File: src/rtl/apb_pkg.sv
// Shared types for the APB multi-requester: FSM encoding and default PPROT width.
package apb_pkg;

   typedef enum logic [1:0] {
      ST_IDLE   = 2'd0,
      ST_SETUP  = 2'd1,
      ST_ACCESS = 2'd2,
      ST_ERR    = 2'd3
   } state_t;

   localparam int PROT_W = 3;

endpackage

File: src/rtl/apb_addr_decoder.sv
// Combinational window decoder: slave i owns [BASE_ADDR + i*2^WIN_LOG2, +2^WIN_LOG2-1].
// Addresses below the base never wrap into a window; beyond the last slave is a miss.
module apb_addr_decoder
   import apb_pkg::*;
#(
   parameter int                    ADDR_WIDTH = 32,
   parameter int                    NUM_SLAVES = 4,
   parameter logic [ADDR_WIDTH-1:0] BASE_ADDR  = '0,
   parameter int                    WIN_LOG2   = 5
) (
   input  logic [ADDR_WIDTH-1:0] addr,
   output logic [NUM_SLAVES-1:0] sel,
   output logic                  hit
);

   logic [ADDR_WIDTH-1:0] off;
   logic [ADDR_WIDTH-1:0] idx;

   assign off = addr - BASE_ADDR;
   assign idx = off >> WIN_LOG2;
   assign hit = (addr >= BASE_ADDR) && (idx < ADDR_WIDTH'(NUM_SLAVES));

   for (genvar i = 0; i < NUM_SLAVES; i++) begin : g_sel
      assign sel[i] = hit && (idx == ADDR_WIDTH'(i));
   end

endmodule

File: src/rtl/apb_multi_requester.sv
// APB requester bridging a valid/ready command port to NUM_SLAVES completers.
// One command in flight; the response cycle is IDLE so the next command can be
// accepted in the same cycle the previous response is pulsed.
module apb_multi_requester
   import apb_pkg::*;
#(
   parameter int                    ADDR_WIDTH = 32,
   parameter int                    DATA_WIDTH = 32,
   parameter int                    STRB_WIDTH = DATA_WIDTH/8,
   parameter int                    PROT_WIDTH = PROT_W,
   parameter int                    NUM_SLAVES = 4,
   parameter logic [ADDR_WIDTH-1:0] BASE_ADDR  = '0,
   parameter int                    WIN_LOG2   = 5,
   parameter int                    TIMEOUT    = 16
) (
   input  logic                             PCLK,
   input  logic                             PRESET,
   input  logic                             MREQ,
   output logic                             MREADY,
   input  logic [ADDR_WIDTH-1:0]            MADDR,
   input  logic                             MWRITE,
   input  logic [DATA_WIDTH-1:0]            MWDATA,
   input  logic [STRB_WIDTH-1:0]            MSTRB,
   input  logic [PROT_WIDTH-1:0]            MPROT,
   output logic                             MRSP_VALID,
   output logic [DATA_WIDTH-1:0]            MRDATA,
   output logic                             MSLVERR,
   output logic [NUM_SLAVES-1:0]            PSEL,
   output logic                             PENABLE,
   output logic [ADDR_WIDTH-1:0]            PADDR,
   output logic                             PWRITE,
   output logic [DATA_WIDTH-1:0]            PWDATA,
   output logic [STRB_WIDTH-1:0]            PSTRB,
   output logic [PROT_WIDTH-1:0]            PPROT,
   input  logic [NUM_SLAVES-1:0]            PREADY,
   input  logic [NUM_SLAVES*DATA_WIDTH-1:0] PRDATA,
   input  logic [NUM_SLAVES-1:0]            PSLVERR
);

   // Counter needs at least one bit even when the timeout is disabled.
   localparam int             TW      = (TIMEOUT > 0) ? $clog2(TIMEOUT + 1) : 1;
   localparam logic [TW-1:0]  TO_LAST = TW'((TIMEOUT > 0) ? TIMEOUT - 1 : 0);

   state_t                  state, state_nxt;
   logic [NUM_SLAVES-1:0]   dec_sel;
   logic                    dec_hit;
   logic [TW-1:0]           tcnt;
   logic                    accept, sel_ready, sel_err, timeout_hit, done;
   logic [DATA_WIDTH-1:0]   sel_rdata;

   apb_addr_decoder #(
      .ADDR_WIDTH (ADDR_WIDTH),
      .NUM_SLAVES (NUM_SLAVES),
      .BASE_ADDR  (BASE_ADDR),
      .WIN_LOG2   (WIN_LOG2)
   ) u_dec (
      .addr (MADDR),
      .sel  (dec_sel),
      .hit  (dec_hit)
   );

   assign MREADY      = (state == ST_IDLE);
   assign accept      = MREQ && MREADY;
   // PSEL is one-hot, so masking with it ignores non-selected completers.
   assign sel_ready   = |(PREADY & PSEL);
   assign sel_err     = |(PSLVERR & PSEL);
   assign timeout_hit = (TIMEOUT != 0) && (tcnt == TO_LAST);
   assign done        = (state == ST_ERR) ||
                        ((state == ST_ACCESS) && (sel_ready || timeout_hit));

   // Read-data mux over the selected completer.
   always_comb begin
      sel_rdata = '0;
      for (int i = 0; i < NUM_SLAVES; i++)
         if (PSEL[i]) sel_rdata = sel_rdata | PRDATA[i*DATA_WIDTH +: DATA_WIDTH];
   end

   // Next-state logic; PREADY is only looked at in ACCESS.
   always_comb begin
      state_nxt = state;
      case (state)
         ST_IDLE:   if (accept) state_nxt = dec_hit ? ST_SETUP : ST_ERR;
         ST_SETUP:  state_nxt = ST_ACCESS;
         ST_ACCESS: if (sel_ready || timeout_hit) state_nxt = ST_IDLE;
         ST_ERR:    state_nxt = ST_IDLE;
         default:   state_nxt = ST_IDLE;
      endcase
   end

   // State register.
   always_ff @(posedge PCLK) begin
      if (PRESET) state <= ST_IDLE;
      else        state <= state_nxt;
   end

   // APB command registers, timeout counter and the one-cycle response.
   always_ff @(posedge PCLK) begin
      if (PRESET) begin
         PSEL       <= '0;
         PENABLE    <= 1'b0;
         PADDR      <= '0;
         PWRITE     <= 1'b0;
         PWDATA     <= '0;
         PSTRB      <= '0;
         PPROT      <= '0;
         tcnt       <= '0;
         MRSP_VALID <= 1'b0;
         MRDATA     <= '0;
         MSLVERR    <= 1'b0;
      end else begin
         if (accept) begin
            PSEL   <= dec_sel;
            PADDR  <= MADDR;
            PWRITE <= MWRITE;
            PWDATA <= MWDATA;
            PSTRB  <= MSTRB;
            PPROT  <= MPROT;
            tcnt   <= '0;
         end else if (done) begin
            PSEL    <= '0;
            PENABLE <= 1'b0;
            PADDR   <= '0;
            PWRITE  <= 1'b0;
            PWDATA  <= '0;
            PSTRB   <= '0;
            PPROT   <= '0;
         end else if (state == ST_SETUP) begin
            PENABLE <= 1'b1;
         end
         if (state == ST_ACCESS) tcnt <= tcnt + 1'b1;
         // PREADY wins over a timeout landing in the same cycle.
         MRSP_VALID <= done;
         MSLVERR    <= (state == ST_ERR) ||
                       ((state == ST_ACCESS) && (sel_ready ? sel_err : timeout_hit));
         MRDATA     <= ((state == ST_ACCESS) && sel_ready && !PWRITE) ? sel_rdata : '0;
      end
   end

endmodule
File: config.mk
export PLATFORM = sky130hd
export DESIGN_NAME = apb_multi_requester
export DESIGN_NICKNAME = d
export VERILOG_FILES = /design/src/rtl/apb_pkg.sv /design/src/rtl/apb_addr_decoder.sv /design/src/rtl/apb_multi_requester.sv
export SDC_FILE = /design/constraint.sdc
export NUM_CORES = 1
export LEC_CHECK = 0
export CAP_MARGIN = 20
export CORE_AREA = 2 2 126 128
export DETAILED_ROUTE_END_ITERATION = 12
export DIE_AREA = 0 0 128 130
export GPL_ROUTABILITY_DRIVEN = 1
export MAX_ROUTING_LAYER = met4
export PLACE_DENSITY = 0.71
export SLEW_MARGIN = 40
export SYNTH_ARGS = -nofsm -noshare
export SYNTH_HDL_FRONTEND = slang
export SYNTH_SLANG_ARGS = --single-unit
File: constraint.sdc
create_clock -name PCLK -period 1.75 [get_ports PCLK]
set_input_delay 0.525 -clock PCLK [delete_from_list [all_inputs] [get_ports PCLK]]
set_output_delay 0.525 -clock PCLK [all_outputs]
set_load 0.005 [all_outputs]
# ---- Word level (Yosys, flattened, before mapping)
# Cells that the tools add are included.
# W data, S select, Z words.
dict set report totals {
  ff_bits 118
  inputBits 211
  output_inout_bits 112
}
dict set report classes {
  n_addsub 1
  order_cmp 2
  n_eq_ne 9
  muxes 23
  bitwise 7
  reduce_logical 24
}
# operator count
set op_table {}
lappend op_table {{$mux W32} 7}
lappend op_table {{$or A32 B32 Y32} 3}
lappend op_table {{$eq A27 B2 Y1 const B} 2}
lappend op_table {{$ge A32 B1 Y1 const B} 1}
lappend op_table {{$logic_not A32 Y1} 1}
lappend op_table {{$eq A27 B1 Y1 const B} 1}
lappend op_table {{$lt A27 B3 Y1 const B} 1}
lappend op_table {{$mux W4} 3}
lappend op_table {{$logic_and A1 B1 Y1} 10}
lappend op_table {{$mux W5} 2}
lappend op_table {{$and A4 B4 Y4} 2}
lappend op_table {{$pmux W2 S4} 1}
lappend op_table {{$reduce_or A4 Y1} 2}
lappend op_table {{$mux W2} 3}
lappend op_table {{$mux W3} 2}
lappend op_table {{$reduce_bool A2 Y1} 3}
lappend op_table {{$add A5 B1 Y5 const B} 1}
lappend op_table {{$eq A5 B4 Y1 const B} 1}
lappend op_table {{$mux W1} 5}
lappend op_table {{$eq A2 B2 Y1 const B} 2}
lappend op_table {{$reduce_and A2 Y1} 2}
lappend op_table {{$logic_or A1 B1 Y1} 3}
lappend op_table {{$eq A2 B1 Y1 const B} 1}
lappend op_table {{$logic_not A2 Y1} 1}
lappend op_table {{5 further kinds} 6}

# ---- Logic depth before layout (Yosys ltp)
# Gate-level depths: netlist of run 1.
dict set report logic_depth {
  ltp_word 7
  mapped_depth 9
  ltp_nobuf 7
}

# ---- By module
# A second synthesis of run 1 with hierarchy kept.
dict set report unflattened {
  cells_unflattened 478
  hier_area_um2 4898.4
}
# mod n_inst cells_each area_per_inst_um2 seq_area_each_um2
set by_module_without_submodules {}
lappend by_module_without_submodules {apb_multi_requester 1 460 4785.8 2362.3}
lappend by_module_without_submodules {apb_addr_decoder 1 18 112.6 0.0}

# ---- Worst setup path after synthesis of run 1
# OpenSTA, ideal clock, no wires.
dict set report synth_path {
  path_kind {register to register}
  from {register tcnt[0]}
  to {register PADDR[19]}
  setup_time_ns 0.059
  arrival_time_ns 1.691
  path_slack_ns 0.001
  path_stages_with_launch 10
  n_path_buf 2
  synth_period_minus_slack_ns 1.749
  path_cell_list {dfxtp_1 > ha_1 > and3_1 > ha_1 > nor2_1 > a31oi_2 > nor3_2 > buf_4 > buf_6 > a22o_1}
}
dict set report synth_between {
  elab_chain_len 5
}
# item line_no
set synth_rtl {}
lappend synth_rtl {{start, declared} apb_multi_requester.sv:47} ;# logic [TW-1:0] tcnt;
lappend synth_rtl {{start signal, assigned} apb_multi_requester.sv:130} ;# if (state == ST_ACCESS) tcnt <= tcnt + 1'b1;
lappend synth_rtl {{$eq A5 B4 Y1} apb_multi_requester.sv:67} ;# assign timeout_hit = (TIMEOUT != 0) && (tcnt == TO_LAST);
lappend synth_rtl {{$logic_or A1 B1 Y1} apb_multi_requester.sv:69} ;# ((state == ST_ACCESS) && (sel_ready || timeout_hit));
lappend synth_rtl {{$logic_and A1 B1 Y1} apb_multi_requester.sv:69}
lappend synth_rtl {{$logic_or A1 B1 Y1} apb_multi_requester.sv:68} ;# assign done = (state == ST_ERR) ||
lappend synth_rtl {{$reduce_bool A2 Y1 (no source line)} n/a}
lappend synth_rtl {{end signal, assigned} apb_multi_requester.sv:101} ;# PADDR <= '0;
lappend synth_rtl {{end signal, assigned} apb_multi_requester.sv:113} ;# PADDR <= MADDR;
lappend synth_rtl {{end signal, assigned} apb_multi_requester.sv:122} ;# PADDR <= '0;
lappend synth_rtl {{end, declared} apb_multi_requester.sv:30} ;# output logic [ADDR_WIDTH-1:0] PADDR,
# No other way between the ends.
# A chain may end at the register's enable or synchronous reset.

# ---- Final worst setup path of run 1
dict set report layout_path {
  from {register tcnt[0]}
  to {register PADDR[23]}
}
# The elaborated chain is that of the path after synthesis.

==> impl_metrics.yaml, run 1 <==
setup_path:
  setup.worst_path.start_class: "register"
  timing.rr.start: "tcnt[0]"
  arrival_ns: 2.14
  r2r_end: "PADDR[23]"
  r2r_slack_ns: -0.10
  critPathSlowestCell: "dfxtp_2"
  cp.required_ns: 2.04
  cpMostUsedCell: "ha_4"
  critical_path_class: "register to register"
  critPathMaxStageDelay_ns: 0.35
  reg2reg_depth: 10
  crit_fanout: 5
  crit_chain: "ha_4 -> and3_4 -> ha_4 -> nor2_4 -> a31oi_4 -> nor3_4 -> buf_6 -> buf_12 -> buf_16 -> a22o_1"
  cp-end-kind: "register"
timing:
  rsz0062_at_grt: "true"
  worstMarginPinSlew_ns: 0.4028
  final_max_slew_viol_count: 0
  finalSetupViolations: 43
  fin_crit_sh_pct: 105.8
  relSlewSlack_pct: 73.09
  worst_clock_skew_ns: 0.01019
  max_freq_ghz: 0.5402
  hold_violations: 0
  timing.final.crit_period_ns: 1.851
  finalWorstSetupSlack_ns: -0.1012
run_status:
  status: "finished with violations"
  violations: "negative setup slack"
layout:
  nets: 955
  synthToLayoutAreaGrowth_pct: 105.8
  drive_above_1_share_pct: 14.83
logic_synthesis:
  ys_seq_elements: 118
  async_reset_ff_share_pct: 0
  synth_ff_type: "dfxtp_1"
  ys_types: 35
  yosysSeqAreaShare_pct: 55.71
  ys_warn_count: 0
  synth_edf_count: 0
  synthCells: 386
  synth_nets: 599
  netlist_area_um2: 4240
  avgSynthCellArea_um2: 10.99
power_and_ir_drop:
  seqPwrFrac_pct: 38.4
  p_int_uw: 5845
  power.total_uw: 7487
  switching_power_uw: 1642
  p_leak_uw: 0.003799
  swShare_pct: 21.94
  p_clk_share_pct: 46.6
  combPwrFrac_pct: 15.0
  ir_drop_uv: 571.3
  power_density_nw_per_um2: 858.1
hold_path:
  min_path_cells: 1
  hold_path.class: "register to register"
  min_to: "PWDATA[6]"
  hp-start: "PWDATA[6]"
global_routing:
  grt_max_degree: 39
  grt_pass1_wl_um: 27300
  gr-max-usage-layer: "met2"
  gr-usage-met2_pct: 39.54
  use_met1_pct: 23.89
  antenna_found_initial: 3
  grt_overflow: 0
  grt_pass1_vias: 4913
  grt_use_met3_pct: 6.642
  grt.total_usage_pct: 22.52
die:
  die_width_um: 128
  core_um2: 15420
  start_util_pct: 27.49
  fp-row-count: 46
  fp.dieH_um: 130
  ios: 323
  die-area_um2: 16640
routing:
  drtPass1Iterations: 5
  wl_per_cell_um: 20.33
  ant_nets: 0
  drt-total-wl_um: 19340
  via_count: 4745
  drt_iter0_markers: 283
  avgViaCountPerCell: 4.989
  drc: 0
clock_tree:
  cts_hold_buf: 0
  cts_num_sinks: 118
  numCtsBuffers: 17
  htreeDepth: 4
  cts_buffer_depth: 2
  path_clk_slew_ns: 0.05
  insertion_delay_ns: 0.41
  cts_root_buf: "clkbuf_16"
  cts_tree: "yes"
placement:
  post-dp-hpwl_um: 13590
  io_buffers: 322
  post-place-ws_ns: -0.5986
  gp_congestion: 0.8898
flow_run:
  maxCapViolCount: 0
[worst max-delay path: cells and delay by family, from the launching register on]
family | cells | cell delay [ns]
buffers and inverters | 3 | 0.43
DFF | 1 | 0.35
AOI/OAI and AO/OA | 2 | 0.38
and+or+nand+nor | 3 | 0.28
adders and majority gates | 2 | 0.29
[cell usage in the layout (no fill, tap or decap), types with 3 or more instances in the layout]
master,count
buf_12,5
nand2_1,4
clkinvlp_4,3
dfxtp_1,105
clkdlybuf4s50_1,202
clkbuf_1,3
diode_2,4
nor4_2,5
inv_1,5
dlygate4sd2_1,113
nor3_1,3
buf_4,35
a22oi_1,66
clkbuf_8,5
dlymetal6s2s_1,7
a21oi_1,35
dfxtp_2,11
buf_16,5
buf_6,3
a22o_1,71
clkbuf_16,20
a32o_1,4
nor2_1,12
[cell families (layout without fill, tap and decap cells)]
| group | count (synthesis) | after routing | share of synthesized area (%) |
|---|---|---|---|
| AOI/OAI and AO/OA | 187 | 187 | 33.73 |
| buffers and inverters | 41 | 410 | 5.016 |
| muxes | 2 | 2 | 0.5311 |
| and+or+nand+nor | 36 | 36 | 4.426 |
| other | 0 | 4 | 0 |
| DFF | 118 | 118 | 55.71 |
| adders and majority gates | 2 | 2 | 0.5901 |
[metrics by stage]
step	cell area, um^2	hold WS (ns)	std cells	setup TNS (ns)	util, %
after detailed placement	7826	0.4549	898	-32.06	50.74
final	8726	0.4696	951	-0.9630	56.57
after global routing	8723	0.4776	950	-5.474	56.55
after floorplan	4240	0.4544	386	0	-
after global placement	7826	0.4560	898	-28.56	50.74
after CTS	8581	0.4692	942	-0.3948	55.63
[layer usage]
layer,part of all wire (%),vias up
met3,7.8,31
li1,-,2232
met4,2.4,0
met2,52,238
met1,38,2244
met5,0,-
[flip-flops by register name, indices dropped and copies added (netlist names), 2 cells and up]
register	cells
MRDATA	32
PADDR	32
PPROT	3
PSEL	4
PSTRB	4
PWDATA	32
state	2
tcnt	5
[synth_stat cells, types with 3 or more instances]
| cell | number | area share [%] |
|---|---|---|
| a32o_1 | 4 | 0.94 |
| nor2_1 | 13 | 1.2 |
| a21oi_1 | 36 | 4.2 |
| buf_2 | 14 | 1.7 |
| nor3_1 | 3 | 0.35 |
| buf_6 | 5 | 1.3 |
| clkbuf_1 | 15 | 1.3 |
| nor4_1 | 5 | 0.74 |
| a22oi_1 | 66 | 12 |
| dfxtp_1 | 118 | 56 |
| nand2_1 | 4 | 0.35 |
| inv_1 | 5 | 0.44 |
| a22o_1 | 71 | 15 |
[final cells by class]
type,instances,area [um^2]
well taps,192,240.2
repair buffers,373,3709
flip-flops and latches,118,2384
inverters,5,18.77
clock inverters,7,92.59
diodes,4,10.01
clock buffers,25,505.5
multi-input cells,227,1767
fillers,1362,6699
[worst max-delay path by stage]
stage	end	slack [ns]	from	cells after the start
after floorplan	PADDR[19]	0.0005	tcnt[0]	9
after global placement	PSEL[2]	-0.56	MADDR[30]	6
after detailed placement	PSEL[2]	-0.60	MADDR[31]	6
after CTS	PADDR[23]	-0.1	tcnt[1]	10
after global routing	PADDR[23]	-0.14	tcnt[1]	10
final	PADDR[23]	-0.10	tcnt[0]	10
[power groups by stage]
stage | registers, uW | logic [uW] | clock network, uW
after floorplan | 2930 | 222 | 0
after global placement | 2930 | 1020 | 0
after detailed placement | 2930 | 1040 | 0
after CTS | 2870 | 1080 | 3560
after global routing | 2880 | 1190 | 3680
final | 2870 | 1130 | 3490
[what timing repair did]
| item | CTS | global route |
|---|---|---|
| setup endpoints to repair | 179 | 84 |
| resized for setup | 145 | 12 |
| setup buffers | 7 | 1 |
| gates cloned | 5 | 4 |
| pin swaps | 10 | 10 |
| hold endpoints to repair | 0 | 0 |
Power figures use the tool's default switching activity.
==> run 2, diff against run 1 <==
clock period = 1.54 ns   (was 1.75 ns; I/O delays follow)
==> impl_metrics.yaml, run 2 (synthesis gave the netlist of run 1 again) <==
run_status:
  status: "finished with violations"
  violations: "negative setup slack"
hold_path:
  hp-start: "PWDATA[28]"
  min_path_cells: 1
  hold_path.class: "register to register"
  min_to: "PWDATA[28]"
placement:
  gp_congestion: 0.8367
  io_buffers: 322
  post-dp-hpwl_um: 13420
  post-place-ws_ns: -0.6744
timing:
  worst_clock_skew_ns: 0.01530
  hold_violations: 0
  finalWorstSetupSlack_ns: -0.3118
  timing.final.crit_period_ns: 1.852
  finalSetupViolations: 80
  final_max_slew_viol_count: 0
  relSlewSlack_pct: 74.31
  rsz0062_at_grt: "true"
  fin_crit_sh_pct: 120.2
  worstMarginPinSlew_ns: 0.3854
  max_freq_ghz: 0.5400
routing:
  drt_iter0_markers: 193
  avgViaCountPerCell: 4.996
  via_count: 4746
  drtPass1Iterations: 5
  drt-total-wl_um: 18020
  ant_nets: 0
  drc: 0
  wl_per_cell_um: 18.96
clock_tree:
  insertion_delay_ns: 0.41
  cts_num_sinks: 118
  path_clk_slew_ns: 0.06
  cts_root_buf: "clkbuf_16"
  cts_buffer_depth: 2
  htreeDepth: 4
  cts_tree: "yes"
  numCtsBuffers: 17
setup_path:
  crit_fanout: 19
  cp.required_ns: 1.89
  r2r_slack_ns: -0.31
  timing.rr.start: "tcnt[1]"
  critical_path_class: "register to register"
  critPathSlowestCell: "dfxtp_2"
  cp-end-kind: "register"
  r2r_end: "PADDR[12]"
  arrival_ns: 2.20
  critPathMaxStageDelay_ns: 0.33
  reg2reg_depth: 9
  setup.worst_path.start_class: "register"
  crit_chain: "ha_4 -> and3_4 -> ha_4 -> nor2_4 -> a31oi_4 -> nor3_4 -> buf_12 -> buf_12 -> a22o_1"
die:
  die-area_um2: 16640
  fp-row-count: 46
  die_width_um: 128
  start_util_pct: 27.49
  core_um2: 15420
  ios: 323
  fp.dieH_um: 130
global_routing:
  grt.total_usage_pct: 21.07
  antenna_found_initial: 1
  grt_overflow: 0
  grt_max_degree: 38
  grt_pass1_wl_um: 25960
  grt_pass1_vias: 4838
power_and_ir_drop:
  ir_drop_uv: 614.4
  power_density_nw_per_um2: 956.9
  p_leak_uw: 0.003651
layout:
  nets: 956
  layout_common_cells: "clkdlybuf4s50_1 (210), dlygate4sd2_1 (109), dfxtp_1 (103), a22o_1 (71), a22oi_1 (66)"
  top_regs: "MRDATA: 32 flops, PADDR: 32 flops, PWDATA: 32 flops"
  n_fill_cell: 1360
  final_core_util_pct: 55.73
  final_common_cell: "clkdlybuf4s50_1"
  drive_above_1_share_pct: 16.27
  synthToLayoutAreaGrowth_pct: 102.7
flow_run:
  maxCapViolCount: 0
## run 2: cell count changes in the layout (fill, tap and decap cells not counted), sizes merged, moves of 3 or more
cell	delta
dlymetal6s2s	-7
clkdlybuf4s50	+8
dlygate4sd2	-4
inv	+7
buf	+3
clkbuf	-9
## run 2: layout make-up
class | count | area, um^2 | area share (%)
repair buffers | 374 | 3602 | 41.90
well taps | 192 | 240.2 | 2.794
clock buffers | 17 | 425.4 | 4.948
diodes | 2 | 5.005 | 0.05822
multi-input cells | 227 | 1778 | 20.68
flip-flops and latches | 118 | 2386 | 27.75
inverters | 5 | 18.77 | 0.2183
clock inverters | 15 | 141.4 | 1.645
## run 2: worst max-delay path: cells and delay by family, from the launching register on
family | cells | cell delay [ns]
fa+ha+maj | 2 | 0.31
simple gates | 3 | 0.55
flops | 1 | 0.33
buf+inv | 2 | 0.33
compound gates | 2 | 0.25
## run 2: how the worst max path moves through the flow
stage,slack [ns],from,depth (start not counted),to
2_1_floorplan,-0.20,tcnt[1],9,PADDR[19]
3_3_place_gp,-0.62,MADDR[27],5,PSEL[2]
3_5_place_dp,-0.67,MADDR[30],5,PSEL[0]
4_1_cts,-0.29,tcnt[0],9,PADDR[12]
5_1_grt,-0.39,tcnt[1],9,PADDR[12]
6_report,-0.31,tcnt[1],9,PADDR[12]
## run 2: report_power, final
group          total [uW]  switching (uW)  internal, uW
combinational        1180             372           810
clock                3780            1530          2250
sequential           3260            77.0          3190
total                8230            1980          6250
## run 2: repair_timing
action,4_1_cts,5_1_grt
endpoints found under the setup margin,189,85
pin swaps,4,7
hold buffers,0,0
gates cloned,1,1
resized for setup,138,13
setup buffers,7,3
## run 2: metrics by stage
step           power [uW]  std cells  area, um^2  hold slack, ns  setup TNS (ns)
2_1_floorplan        3582        386        4265          0.4544          -12.12
3_3_place_gp         4534        905        7954          0.4552          -46.70
3_5_place_dp         4555        905        7954          0.4535          -48.32
4_1_cts              8314        945        8546          0.4686          -19.60
5_1_grt              8534        949        8594          0.4845          -26.97
6_report             8226        950        8597          0.4678          -20.97
## run 2: routing by layer
layer	wire, um	GRT usage, %	vias to the layer above
met2	9225	36.90	252
met4	554	9.308	0
met3	1415	6.109	39
li1	-	-	2230
met1	6821	22.17	2225
met5	0	-	-
